`src/rtl/fifo_drain_pkg.sv`:
```
// rtl/fifo_drain_pkg.sv - shared types and sizing helpers for the FIFO drain unpacker.
package fifo_drain_pkg;

  localparam int WBUF_DEPTH = 2;

  // Pointer into the two-entry word buffer and its occupancy (0..2).
  typedef logic       wbuf_ptr_t;
  typedef logic [1:0] wbuf_occ_t;

  // Lane index width: clog2 of the lane count, never narrower than one bit.
  function automatic int lane_idx_w(input int ratio);
    return (ratio > 2) ? $clog2(ratio) : 1;
  endfunction

endpackage

```
`src/rtl/drain_word_buf.sv`:
```
// rtl/drain_word_buf.sv - two-entry register FIFO for drained words, head visible with no read latency.
module drain_word_buf
  import fifo_drain_pkg::*;
#(
  parameter int W = 64
) (
  input  logic         clk,
  input  logic         rst_n,
  input  logic         clr,
  input  logic         push,
  input  logic [W-1:0] push_data,
  input  logic         pop,
  output logic [W-1:0] head_data,
  output wbuf_occ_t    occ
);

  logic [W-1:0] mem_q [WBUF_DEPTH];
  logic [W-1:0] mem_d [WBUF_DEPTH];
  wbuf_ptr_t    wr_ptr_q, wr_ptr_d;
  wbuf_ptr_t    rd_ptr_q, rd_ptr_d;
  wbuf_occ_t    occ_q, occ_d;

  always_comb begin
    mem_d    = mem_q;
    wr_ptr_d = wr_ptr_q;
    rd_ptr_d = rd_ptr_q;
    occ_d    = occ_q;
    if (clr) begin
      wr_ptr_d = '0;
      rd_ptr_d = '0;
      occ_d    = '0;
    end else begin
      if (push) begin
        mem_d[wr_ptr_q] = push_data;
        wr_ptr_d        = ~wr_ptr_q;
      end
      if (pop) begin
        rd_ptr_d = ~rd_ptr_q;
      end
      case ({push, pop})
        2'b10:   occ_d = occ_q + 2'd1;
        2'b01:   occ_d = occ_q - 2'd1;
        default: occ_d = occ_q;
      endcase
    end
  end

  always_ff @(posedge clk or negedge rst_n) begin
    if (!rst_n) begin
      mem_q[0] <= '0;
      mem_q[1] <= '0;
      wr_ptr_q <= '0;
      rd_ptr_q <= '0;
      occ_q    <= '0;
    end else begin
      mem_q    <= mem_d;
      wr_ptr_q <= wr_ptr_d;
      rd_ptr_q <= rd_ptr_d;
      occ_q    <= occ_d;
    end
  end

  assign head_data = mem_q[rd_ptr_q];
  assign occ       = occ_q;

endmodule

```
`src/rtl/fifo_drain_unpacker.sv`:
```
// rtl/fifo_drain_unpacker.sv - drains wide sync-FIFO words and emits them as narrow lanes on a valid/ready stream.
// Define FIFO_DRAIN_MSB_FIRST_EN to emit the most significant lane of each word first.
module fifo_drain_unpacker
  import fifo_drain_pkg::*;
#(
  parameter int DATA_WIDE = 64,
  parameter int OUT_WIDE  = 16
) (
  input  logic                 clk,
  input  logic                 rst_n,
  input  logic                 fifo_empty,
  output logic                 fifo_rd_en,
  input  logic [DATA_WIDE-1:0] fifo_dout,
  input  logic                 flush,
  output logic [OUT_WIDE-1:0]  out_data,
  output logic                 out_valid,
  input  logic                 out_ready,
  output logic                 out_last,
  output logic                 busy
);

  localparam int RATIO = DATA_WIDE / OUT_WIDE;
  localparam int LW    = lane_idx_w(RATIO);
  localparam logic [LW-1:0] LAST_LANE = LW'(RATIO - 1);

  if (RATIO < 2 || (DATA_WIDE % OUT_WIDE) != 0) begin : g_bad_cfg
    $error("fifo_drain_unpacker: DATA_WIDE must be a multiple of OUT_WIDE with at least two lanes");
  end

  logic          run_q, run_d;
  logic          inflight_q, inflight_d;
  logic          drop_q, drop_d;
  logic [LW-1:0] lane_idx_q, lane_idx_d;
  logic [LW-1:0] lane_sel;

  wbuf_occ_t           occ;
  logic [DATA_WIDE-1:0] head_data;
  logic                buf_push, buf_pop;
  logic                lane_valid, xfer;
  logic [OUT_WIDE-1:0] lanes [RATIO];

  drain_word_buf #(.W(DATA_WIDE)) u_word_buf (
    .clk       (clk),
    .rst_n     (rst_n),
    .clr       (flush),
    .push      (buf_push),
    .push_data (fifo_dout),
    .pop       (buf_pop),
    .head_data (head_data),
    .occ       (occ)
  );

  // Read issue looks only at registered state so out_ready never reaches fifo_rd_en.
  always_comb begin
    fifo_rd_en = run_q && !fifo_empty && !flush &&
                 ((occ + {1'b0, inflight_q}) < 2'd2);
  end

  always_comb begin
    lane_valid = (occ != '0);
    xfer       = lane_valid && out_ready;
    buf_push   = inflight_q && !drop_q && !flush;
    buf_pop    = xfer && (lane_idx_q == LAST_LANE) && !flush;
    run_d      = 1'b1;
    inflight_d = fifo_rd_en;
    drop_d     = flush && inflight_q;
    lane_idx_d = lane_idx_q;
    if (flush) begin
      lane_idx_d = '0;
    end else if (xfer) begin
      lane_idx_d = (lane_idx_q == LAST_LANE) ? '0 : lane_idx_q + LW'(1);
    end
  end

  always_comb begin
    for (int i = 0; i < RATIO; i++) begin
      lanes[i] = head_data[i*OUT_WIDE +: OUT_WIDE];
    end
`ifdef FIFO_DRAIN_MSB_FIRST_EN
    lane_sel = LAST_LANE - lane_idx_q;
`else
    lane_sel = lane_idx_q;
`endif
    out_valid = lane_valid;
    out_data  = lane_valid ? lanes[lane_sel] : '0;
    out_last  = lane_valid && (lane_idx_q == LAST_LANE);
    busy      = lane_valid || inflight_q;
  end

  always_ff @(posedge clk or negedge rst_n) begin
    if (!rst_n) begin
      run_q      <= 1'b0;
      inflight_q <= 1'b0;
      drop_q     <= 1'b0;
      lane_idx_q <= '0;
    end else begin
      run_q      <= run_d;
      inflight_q <= inflight_d;
      drop_q     <= drop_d;
      lane_idx_q <= lane_idx_d;
    end
  end

endmodule

```
`config.mk`:
```
export PLATFORM = sky130hd
export DESIGN_NAME = fifo_drain_unpacker
export DESIGN_NICKNAME = d
export VERILOG_FILES = /design/src/rtl/fifo_drain_pkg.sv /design/src/rtl/drain_word_buf.sv /design/src/rtl/fifo_drain_unpacker.sv
export SDC_FILE = /design/constraint.sdc
export NUM_CORES = 1
export LEC_CHECK = 0
export CAP_MARGIN = 15
export CORE_MARGIN = 2
export CORE_UTILIZATION = 45
export CTS_CLUSTER_DIAMETER = 200
export DETAILED_ROUTE_END_ITERATION = 10
export PLACE_DENSITY = 0.69
export SYNTH_ARGS = -nofsm -noshare
export SYNTH_HDL_FRONTEND = slang
export SYNTH_SLANG_ARGS = --single-unit
export TNS_END_PERCENT = 30
```
`constraint.sdc`:
```
create_clock -name clk -period 4.15 [get_ports clk]
set_clock_uncertainty 0.05 [all_clocks]
set_input_delay 0.6225 -clock clk [delete_from_list [all_inputs] [get_ports clk]]
set_output_delay 0.6225 -clock clk [all_outputs]
set_load 0.03 [all_outputs]
```
==> impl_metrics.py <==
metrics = {
    "critical_path": {
        "crit_arrival_ps": 2880,
        "required_ps": 3480,
        "rrSetupSlack_ps": 2000,
        "worstPathMaxFanout": 41,
        "reg2reg_depth": 4,
        "start_kind": "flop",
        "crit_path_end_kind": "output pin",
        "r2r-start": "drop_q",
        "crit_start": "u_word_buf.rd_ptr_q",
        "worstSetupPathType": "flop to output pin",
        "crit_end": "out_data[5]",
        "r2r_end": "u_word_buf.mem_q[122]",
    },
    "grt": {
        "grt_usage_pct": 19.85,
        "grt_max_degree": 109,
        "grt_pass1_vias": 4319,
        "antenna_found_initial": 0,
        "grt_pass1_wl_mm": 22.24,
        "grt.overflow.total": 0,
    },
    "yosys": {
        "ys_types": 30,
        "synth-simple-area-share_pct": 3.554,
        "synth_compound_area_share_pct": 4.087,
        "syn-cell-area_um2": 6337,
        "synthXorXnorAreaFrac_pct": 0.2764,
        "yosys_warnings": 0,
        "synthMuxAreaShare_pct": 34.12,
        "synth_top_family_by_area": "multiplexers",
        "yosys.area_share.adder_pct": 0.1974,
        "syn-num-nets": 518,
        "synthCells": 448,
        "ys_ff_latch": 137,
        "synth_seq_area_share_pct": 54.10,
        "avgSynthCellArea_um2": 14.15,
    },
    "power": {
        "ir_drop_uv": 287.4,
        "p_leak_nw": 3.328,
        "finalPower_mw": 3.719,
        "pwr_density_cell_nw_per_um2": 474.3,
    },
    "min_path": {
        "hp-class": "input pin to asynchronous set/reset pin",
    },
    "placed_design": {
        "gp_congestion": 0.7388,
        "portBuffers": 88,
        "hpwl_mm": 9.018,
        "place_area_um2": 7292,
    },
    "cts": {
        "cts.sinks": 137,
        "post_cts_buffers": 0,
        "cts_max_path_buffers": 2,
        "cts.htree.levels": 4,
        "cts_resized": 0,
        "cts_root_buf": "clkbuf_16",
        "clk_pin_slew_worst_paths_ps": 50,
        "clock_latency_ps": 410,
        "hold_buffers": 0,
        "cts_buffers": 17,
        "cts_tree": "yes",
    },
    "layout": {
        "antennaDiodeCount": 0,
        "drive_gt1_share_pct": 42.44,
        "layout.nets": 599,
        "area_growth_pct": 23.73,
        "fin_area_um2": 7841,
        "n_fill_cell": 1127,
        "utilization_pct": 56.71,
        "layout_commonest_cell": "mux2_2",
        "final_cell_mix": "188 x mux2_2, 136 x dfrtp_1, 87 x clkdlybuf4s50_1",
    },
    "route": {
        "vias": 3911,
        "viasPerCell": 5.417,
        "dr.pass1.iters": 4,
        "routed_wl_mm": 13.98,
        "drt_drc_violations_left": 0,
        "drt_iter0_drc": 204,
        "postRouteAntennaNets": 0,
        "post_drt_wl_per_cell_um": 19.36,
    },
    "die": {
        "rows": 43,
        "fp.dieH_um": 122.7,
        "io_pins": 89,
        "coreArea_um2": 13830,
        "dieArea_um2": 15050,
        "die_x_um": 122.7,
        "initial_core_util_pct": 45.83,
    },
    "timing": {
        "fmax_mhz": 281.2,
        "slew_headroom_pct": 33.99,
        "setup_tns_ps": 0,
        "finalMaxSlewViolations": 0,
        "rsz0062_at_grt": "false",
        "post-route-period-util_pct": 85.70,
        "setup_viol": 0,
        "finalCriticalPeriod_ps": 3557,
        "hold_viol_final": 0,
        "holdWs_ps": 274.7,
        "tightest_slew_ps": 990.1,
    },
    "run": {
        "maxCapViolCount": 0,
    },
    "outcome": {
        "status": "completed",
    },
}
## cell families (layout without fill, tap and decap cells)
kind of cell,Yosys count,in the layout
mux,192,192
simple gates,40,40
fa+ha+maj,1,1
other cells,1,1
xor+xnor,2,2
buf+inv,33,127
flops,137,137
compound gates,42,42
## Yosys cell counts
library cell	instances	area, µm²
a2111oi_0	1	8.760
a21bo_2	1	10.01
a21oi_1	5	25.02
and2_1	2	12.51
and3_1	1	6.260
buf_2	9	45.04
buf_4	1	7.510
buf_6	12	135.1
clkbuf_1	9	33.78
conb_1	1	3.750
dfrtp_1	137	3428
ha_1	1	12.51
inv_1	2	7.510
mux2_1	4	45.04
mux2_2	188	2117
nand2_1	5	18.77
nand2b_1	3	18.77
nand3_1	1	5.000
nand4b_1	1	8.760
nor2_1	2	7.510
nor3_1	18	90.09
nor3_4	1	16.27
nor3b_1	1	7.510
nor4b_1	1	8.760
o21ai_0	3	15.01
o22ai_1	32	200.2
or2_2	2	12.51
or3_1	2	12.51
xnor2_1	1	8.760
xor2_1	1	8.760
## metrics by stage
step | instances | worst slack [ps]
final | 722 | 593.4
after global routing | 722 | 475.3
after CTS | 722 | 536.9
after detailed placement | 690 | 977.1
after global placement | 690 | 1010
after floorplan | 448 | 1545
## layer usage
layer	track usage (%)	share of wire, %	up-vias
li1	-	-	1807
met1	24.64	44	2016
met2	33.98	51	70
met3	4.461	3.6	18
met4	6.968	1.6	0
met5	0	0	-
## power breakdown
part	leakage, nW	switching [mW]	internal [mW]
Sequential	1.75	0.116	1.58
Clock	0.283	0.533	0.860
Combinational	1.30	0.231	0.400
Total	3.33	0.880	2.84
## worst min path at each step
stage | from | end | slack, ps | depth (start not counted)
2_1_floorplan | rst_n | drop_q | 280 | 0
3_3_place_gp | u_word_buf.mem_q[101] | u_word_buf.mem_q[101] | 410 | 1
3_5_place_dp | u_word_buf.mem_q[73] | u_word_buf.mem_q[73] | 430 | 1
4_1_cts | rst_n | u_word_buf.mem_q[88] | 340 | 1
5_1_grt | rst_n | u_word_buf.mem_q[88] | 370 | 1
6_report | rst_n | u_word_buf.mem_q[126] | 270 | 1
## area by class of cell
class | count | area (µm²) | share of cell area, %
inverter | 2 | 7.507 | 0.09574
clock inverter | 10 | 75.07 | 0.9574
timing repair buffer | 93 | 944.7 | 12.05
multi-input combinational | 278 | 2685 | 34.24
clock buffer | 22 | 474.2 | 6.048
tap | 180 | 225.2 | 2.872
sequential | 137 | 3430 | 43.74
## critical path: stages, from the launching register on
cell	delay (ps)
dfrtp_2	770
buf_12	310
mux2_2	370
o22ai_1	240
nor3_1	110
clkdlybuf4s50_1	600
## registers in the layout, summed over array words and instances, names as in the netlist
name / cells
u_word_buf.occ: 2
u_word_buf.rd_ptr_q: 1
drop_q: 1
u_word_buf.wr_ptr_q: 1
run_q: 1
inflight_q: 1
u_word_buf.mem_q: 128
lane_idx_q: 2
(Power assumes the default switching activity.)
